**src/rtl/axis_switch_sched_out.sv**
```systemverilog
// Packet-level AXI-Stream demultiplexer: routes scheduler packets to one of NMASTERS streams by tdest.
// Optional saturating dropped-packet counter enabled by AXIS_SWITCH_SCHED_OUT_DROP_CNT_EN.
//
// state | meaning
// IDLE  | at a packet boundary, no route locked
// FWD   | route locked to r_sel until the tlast beat is accepted
// DROP  | discarding the remainder of a packet with an invalid tdest
module axis_switch_sched_out #(
  parameter  int NMASTERS   = 4,
  parameter  int ID_WIDTH   = 8,
  parameter  int DEST_WIDTH = 4,
  localparam int DATA_WIDTH = 64
) (
  input  logic                  clk,
  input  logic                  rst,
  input  logic                  S_AXIS_tvalid,
  output logic                  S_AXIS_tready,
  input  logic [DATA_WIDTH-1:0] S_AXIS_tdata,
  input  logic [ID_WIDTH-1:0]   S_AXIS_tid,
  input  logic [DEST_WIDTH-1:0] S_AXIS_tdest,
  input  logic                  S_AXIS_tlast,
  output logic [NMASTERS-1:0]   M_AXIS_tvalid,
  input  logic [NMASTERS-1:0]   M_AXIS_tready,
  output logic [DATA_WIDTH-1:0] M_AXIS_tdata,
  output logic [ID_WIDTH-1:0]   M_AXIS_tid,
  output logic                  M_AXIS_tlast,
  output logic [15:0]           drop_count
);

  typedef enum logic [1:0] {
    IDLE = 2'd0,
    FWD  = 2'd1,
    DROP = 2'd2
  } state_t;

  state_t                r_state;
  state_t                w_state_nxt;
  logic                  r_out_valid;
  logic [DEST_WIDTH-1:0] r_sel;
  logic [DATA_WIDTH-1:0] r_data;
  logic [ID_WIDTH-1:0]   r_id;
  logic                  r_last;

  logic w_sel_ready;
  logic w_dest_ok;
  logic w_pass_ready;
  logic w_drain;
  logic w_accept;
  logic w_load;

  assign w_dest_ok    = (int'(S_AXIS_tdest) < NMASTERS);
  assign w_pass_ready = !r_out_valid || w_sel_ready;
  assign w_drain      = r_out_valid && w_sel_ready;
  assign w_accept     = S_AXIS_tvalid && S_AXIS_tready;

  // Only the selected master's ready matters; the others are ignored.
  always_comb begin
    w_sel_ready = 1'b0;
    for (int i = 0; i < NMASTERS; i++) begin
      if (r_sel == DEST_WIDTH'(i)) w_sel_ready = M_AXIS_tready[i];
    end
  end

  always_comb begin
    M_AXIS_tvalid = '0;
    for (int i = 0; i < NMASTERS; i++) begin
      M_AXIS_tvalid[i] = r_out_valid && (r_sel == DEST_WIDTH'(i));
    end
  end

  always_comb begin
    w_state_nxt   = r_state;
    S_AXIS_tready = 1'b0;
    w_load        = 1'b0;
    unique case (r_state)
      IDLE: begin
        S_AXIS_tready = w_dest_ok ? w_pass_ready : 1'b1;
        if (w_accept) begin
          w_load = w_dest_ok;
          if (!S_AXIS_tlast) w_state_nxt = w_dest_ok ? FWD : DROP;
        end
      end
      FWD: begin
        S_AXIS_tready = w_pass_ready;
        if (w_accept) begin
          w_load = 1'b1;
          if (S_AXIS_tlast) w_state_nxt = IDLE;
        end
      end
      DROP: begin
        S_AXIS_tready = 1'b1;
        if (w_accept && S_AXIS_tlast) w_state_nxt = IDLE;
      end
      default: w_state_nxt = IDLE;
    endcase
    // The combinational ready path must not signal acceptance while reset is held.
    if (rst) S_AXIS_tready = 1'b0;
  end

  always_ff @(posedge clk or posedge rst) begin
    if (rst) r_state <= IDLE;
    else     r_state <= w_state_nxt;
  end

  always_ff @(posedge clk or posedge rst) begin
    if (rst) begin
      r_out_valid <= 1'b0;
      r_sel       <= '0;
      r_data      <= '0;
      r_id        <= '0;
      r_last      <= 1'b0;
    end else if (w_load) begin
      r_out_valid <= 1'b1;
      r_data      <= S_AXIS_tdata;
      r_id        <= S_AXIS_tid;
      r_last      <= S_AXIS_tlast;
      if (r_state == IDLE) r_sel <= S_AXIS_tdest;
    end else if (w_drain) begin
      r_out_valid <= 1'b0;
    end
  end

  assign M_AXIS_tdata = r_data;
  assign M_AXIS_tid   = r_id;
  assign M_AXIS_tlast = r_last;

`ifdef AXIS_SWITCH_SCHED_OUT_DROP_CNT_EN
  logic        w_drop_first;
  logic [15:0] r_drop_count;

  assign w_drop_first = w_accept && (r_state == IDLE) && !w_dest_ok;

  always_ff @(posedge clk or posedge rst) begin
    if (rst) begin
      r_drop_count <= '0;
    end else if (w_drop_first && (r_drop_count != 16'hFFFF)) begin
      r_drop_count <= r_drop_count + 16'd1;
    end
  end

  assign drop_count = r_drop_count;
`else
  assign drop_count = '0;
`endif

endmodule

```
**config.mk**
```make
export PLATFORM = sky130hd
export DESIGN_NAME = axis_switch_sched_out
export DESIGN_NICKNAME = d
export VERILOG_FILES = /design/src/rtl/axis_switch_sched_out.sv
export SDC_FILE = /design/constraint.sdc
export NUM_CORES = 1
export LEC_CHECK = 0
export BUFFER_PORTS_ARGS = -buffer_cell sky130_fd_sc_hd__buf_2
export CORE_ASPECT_RATIO = 1.75
export CORE_MARGIN = 5
export CORE_UTILIZATION = 25
export DETAILED_ROUTE_END_ITERATION = 6
export PLACE_DENSITY_LB_ADDON = 0.3
export SYNTH_ARGS = -nofsm -noshare
export SYNTH_HDL_FRONTEND = slang
export SYNTH_SLANG_ARGS = --single-unit
```
**constraint.sdc**
```tcl
create_clock -name clk -period 3 [get_ports clk]
set_input_delay 0.45 -clock clk [delete_from_list [all_inputs] [get_ports clk]]
set_output_delay 0.45 -clock clk [all_outputs]
set_load 0.05 [all_outputs]
```
==> results_tabular.tex <==
\begin{tabular}{lr}
\hline
Metric & Value \\
\hline
\multicolumn{2}{l}{\textbf{Run status}} \\
Status & finished, final reports clean \\
\multicolumn{2}{l}{\textbf{GRT}} \\
Antenna violations before repair & 1 \\
First-pass GRT wire length & 13.4 mm \\
Number of global-route vias before repair & 2,604 \\
Total gr overflow & 0 \\
GRT Resource Usage Total & 0.103 \\
Maximum number of pins on one net before global-route repair & 81 \\
\multicolumn{2}{l}{\textbf{Clock network}} \\
Clk buf depth & 2 \\
CTS hold repair buffers & 0 \\
CTS tree & yes \\
CTS resizes & 0 \\
Cts bufs inserted & 9 \\
Post-CTS setup repair buffer count & 0 \\
Cell at the root of the clock tree & sky130\_fd\_sc\_hd\_\_clkbuf\_16 \\
Clock slew at the register clock pins of the worst setup and hold paths & 0.07 ns \\
H-tree depth reported by CTS & 3 \\
Clk sinks & 80 \\
Worst skew pair latency & 0.32 ns \\
\multicolumn{2}{l}{\textbf{Final layout}} \\
Layout cells sized above 1 & 0.668 \\
Area Growth Syn to Fin & 32.2\% \\
Nets & 466 \\
Final std cell area, no fill & 4790 um\^{}2 \\
\multicolumn{2}{l}{\textbf{Synth}} \\
Cell count after synthesis & 215 \\
Commonest register cell after synthesis & sky130\_fd\_sc\_hd\_\_dfrtp\_1 \\
Cell type with the largest total area after synthesis & sky130\_fd\_sc\_hd\_\_dfrtp\_1 \\
Area of the mapped netlist & 3620 um\^{}2 \\
Number of flops mapped to enable cells by yosys & 0 \\
Flip-flop and latch count after synthesis & 80 \\
Portion of the post-synthesis area used by sequential elements & 0.552 \\
Top area cells in the synthesized netlist & sky130\_fd\_sc\_hd\_\_dfrtp\_1 55\%, sky130\_fd\_sc\_hd\_\_mux2\_4 29\%, sky130\_fd\_sc\_hd\_\_buf\_12 3.9\% \\
Per-instance average area after synthesis & 16.9 um\^{}2 \\
Distinct cell type count of the synthesized netlist & 26 \\
Area share of the largest cell type after synthesis & 0.552 \\
Number of warnings issued by yosys & 0 \\
Ys async rst share & 1.00 \\
\multicolumn{2}{l}{\textbf{Worst setup path}} \\
Setup Crit Path Kind & flop to output pin \\
Worst path arrival time & 1.95 ns \\
Critical Path End Type & output pin \\
Data required, critical path & 2.55 ns \\
Largest fanout on the critical path & 7 \\
Slack of the worst reg-to-reg path & 0.70 ns \\
Startpoint kind of the worst setup timing path & flop \\
\multicolumn{2}{l}{\textbf{Route}} \\
Final antenna-violating net count & 0 \\
Via count & 2,290 \\
First-iteration detailed-routing DRC count & 95 \\
WL met1 & 2.97 mm \\
Average routed wire per standard cell & 15.6 um \\
Metal3 WL & 553 um \\
DRT Pass-1 Iters & 4 \\
Sum of met2 wire segment lengths after detailed routing & 4.97 mm \\
Detailed-route wire length & 8.82 mm \\
Ratio of routed vias to standard cells & 4.04 \\
Post-route DRC & 0 \\
Top routing layer in use & met4 \\
\multicolumn{2}{l}{\textbf{Timing}} \\
Slew at the pin with the worst max-slew slack & 1.02 ns \\
Number of hold-slack violations in the final timing report & 0 \\
Crit path time final & 2.40 ns \\
Setup repair after global routing missed its margin & no \\
Worst slack on hold paths & 0.345 ns \\
Worst slew margin relative to its limit & 0.322 \\
Tcrit/Tclk final & 0.801 \\
Final-report setup violation count & 0 \\
Maximum clock frequency & 0.416 GHz \\
Final sum of negative setup slack & 0 ns \\
Setup clock skew after layout & 0.00855 ns \\
Total count of max-transition violations in the final report & 0 \\
\multicolumn{2}{l}{\textbf{Floorplanning}} \\
Standard-cell row count & 58 \\
Die boundary width & 101 um \\
Die H & 169 um \\
Floorplan Core Area & 14,300 um\^{}2 \\
Number of top-level pins & 178 \\
Die ar. & 17,100 um\^{}2 \\
Starting density of the core & 0.254 \\
\multicolumn{2}{l}{\textbf{Place}} \\
Estimated wirelength of the detail-placed design & 6.54 mm \\
Cell area after placement & 4500 um\^{}2 \\
Port Buffers & 161 \\
RePlAce Congestion & 0.708 \\
\multicolumn{2}{l}{\textbf{Power}} \\
Worst ir drop on vdd & 0.000418 V \\
Static Leak & 2.45 nW \\
Cell Pwr Density & 1110 nW/um\^{}2 \\
\multicolumn{2}{l}{\textbf{Flow run}} \\
Max\_cap viols & 0 \\
\multicolumn{2}{l}{\textbf{Hold path}} \\
Kind of path behind the tightest hold check & primary input to flop \\
\hline
\end{tabular}
## worst max-delay path: stages (launching register included)
cell and delay [ns]:
sky130_fd_sc_hd__dfrtp_1 0.45, sky130_fd_sc_hd__mux2_2 0.39, sky130_fd_sc_hd__a221oi_4 0.44, sky130_fd_sc_hd__o31ai_1 0.12, sky130_fd_sc_hd__buf_2 0.23
## cell type report
type	instances	area, um^2
multi-input cells	124	1410
inverters	3	15.0
fillers	1427	9500
repair buffers	164	853
clock buffers	10	229
clock inverters	5	58.8
well taps	180	225
diodes	1	2.50
flip-flops and latches	80	2000
## worst paths after layout
kind                                          to             start  cells after the start
worst max register to register  M_AXIS_tdata[54]          r_sel[0]                      5
worst max-delay path               S_AXIS_tready          r_sel[1]                      4
max in group asynchronous          M_AXIS_tid[0]               rst                      3
min in group asynchronous             r_state[1]               rst                      3
worst min-delay path            M_AXIS_tdata[46]  S_AXIS_tdata[46]                      2
worst min register to register  M_AXIS_tdata[56]  M_AXIS_tdata[56]                      1
## cell families after synthesis
group	after synthesis	share of synthesized area
AO/OA/AOI/OAI	9	0.0238
buffers and inverters	26	0.0749
flip-flops	80	0.552
multiplexers	76	0.310
other	1	0.00103
AND/OR/NAND/NOR	23	0.0383
## state kept, by name, summed over array words and instances (netlist names)
name	count
M_AXIS_tdata	64
M_AXIS_tid	8
r_sel	4
r_state	2
M_AXIS_tlast	1
r_out_valid	1
## stage by stage
step                setup WS (ns)  power (mW)  utilization  instances
floorplan                   0.362        3.70            -        230
global placement            0.693        4.27        0.315        551
detailed placement          0.613        4.29        0.315        551
CTS                         0.571        5.41        0.335        566
global route                0.401        5.57        0.335        567
finish                      0.597        5.32        0.335        567
## Yosys cell counts, types with 3 or more instances
library cell,n
sky130_fd_sc_hd__nor2b_1,3
sky130_fd_sc_hd__nor2_1,4
sky130_fd_sc_hd__nor3_1,3
sky130_fd_sc_hd__mux2_2,5
sky130_fd_sc_hd__inv_1,3
sky130_fd_sc_hd__mux2_4,71
sky130_fd_sc_hd__nor3b_1,3
sky130_fd_sc_hd__buf_12,7
sky130_fd_sc_hd__buf_4,16
sky130_fd_sc_hd__nand2_1,5
sky130_fd_sc_hd__dfrtp_1,80
## routing by layer
metal / vias up / GRT usage
li1: 1053 / -
met1: 1119 / 0.0996
met2: 101 / 0.190
met3: 17 / 0.0280
met4: 0 / 0.0602
met5: - / 0
## power breakdown
group          leakage [nW]  switching [mW]  internal (mW)
Clock                 0.135           0.434          0.640
Sequential            0.989           0.218           1.47
Combinational          1.32            1.77          0.792
## cells in the final DEF, fill, tap and decap left out, types with 2 or more instances in the layout
cell type	Yosys	layout
sky130_fd_sc_hd__nor3b_1	3	3
sky130_fd_sc_hd__nor2b_1	3	3
sky130_fd_sc_hd__mux2_2	5	5
sky130_fd_sc_hd__clkinvlp_4	0	3
sky130_fd_sc_hd__nor2_1	4	4
sky130_fd_sc_hd__inv_1	3	2
sky130_fd_sc_hd__buf_2	0	161
sky130_fd_sc_hd__conb_1	1	16
sky130_fd_sc_hd__clkbuf_16	0	9
sky130_fd_sc_hd__buf_12	7	2
sky130_fd_sc_hd__mux2_4	71	71
sky130_fd_sc_hd__nand2_1	5	5
sky130_fd_sc_hd__dfrtp_1	80	80
sky130_fd_sc_hd__nor3_1	3	3
(Power assumes the default switching activity.)
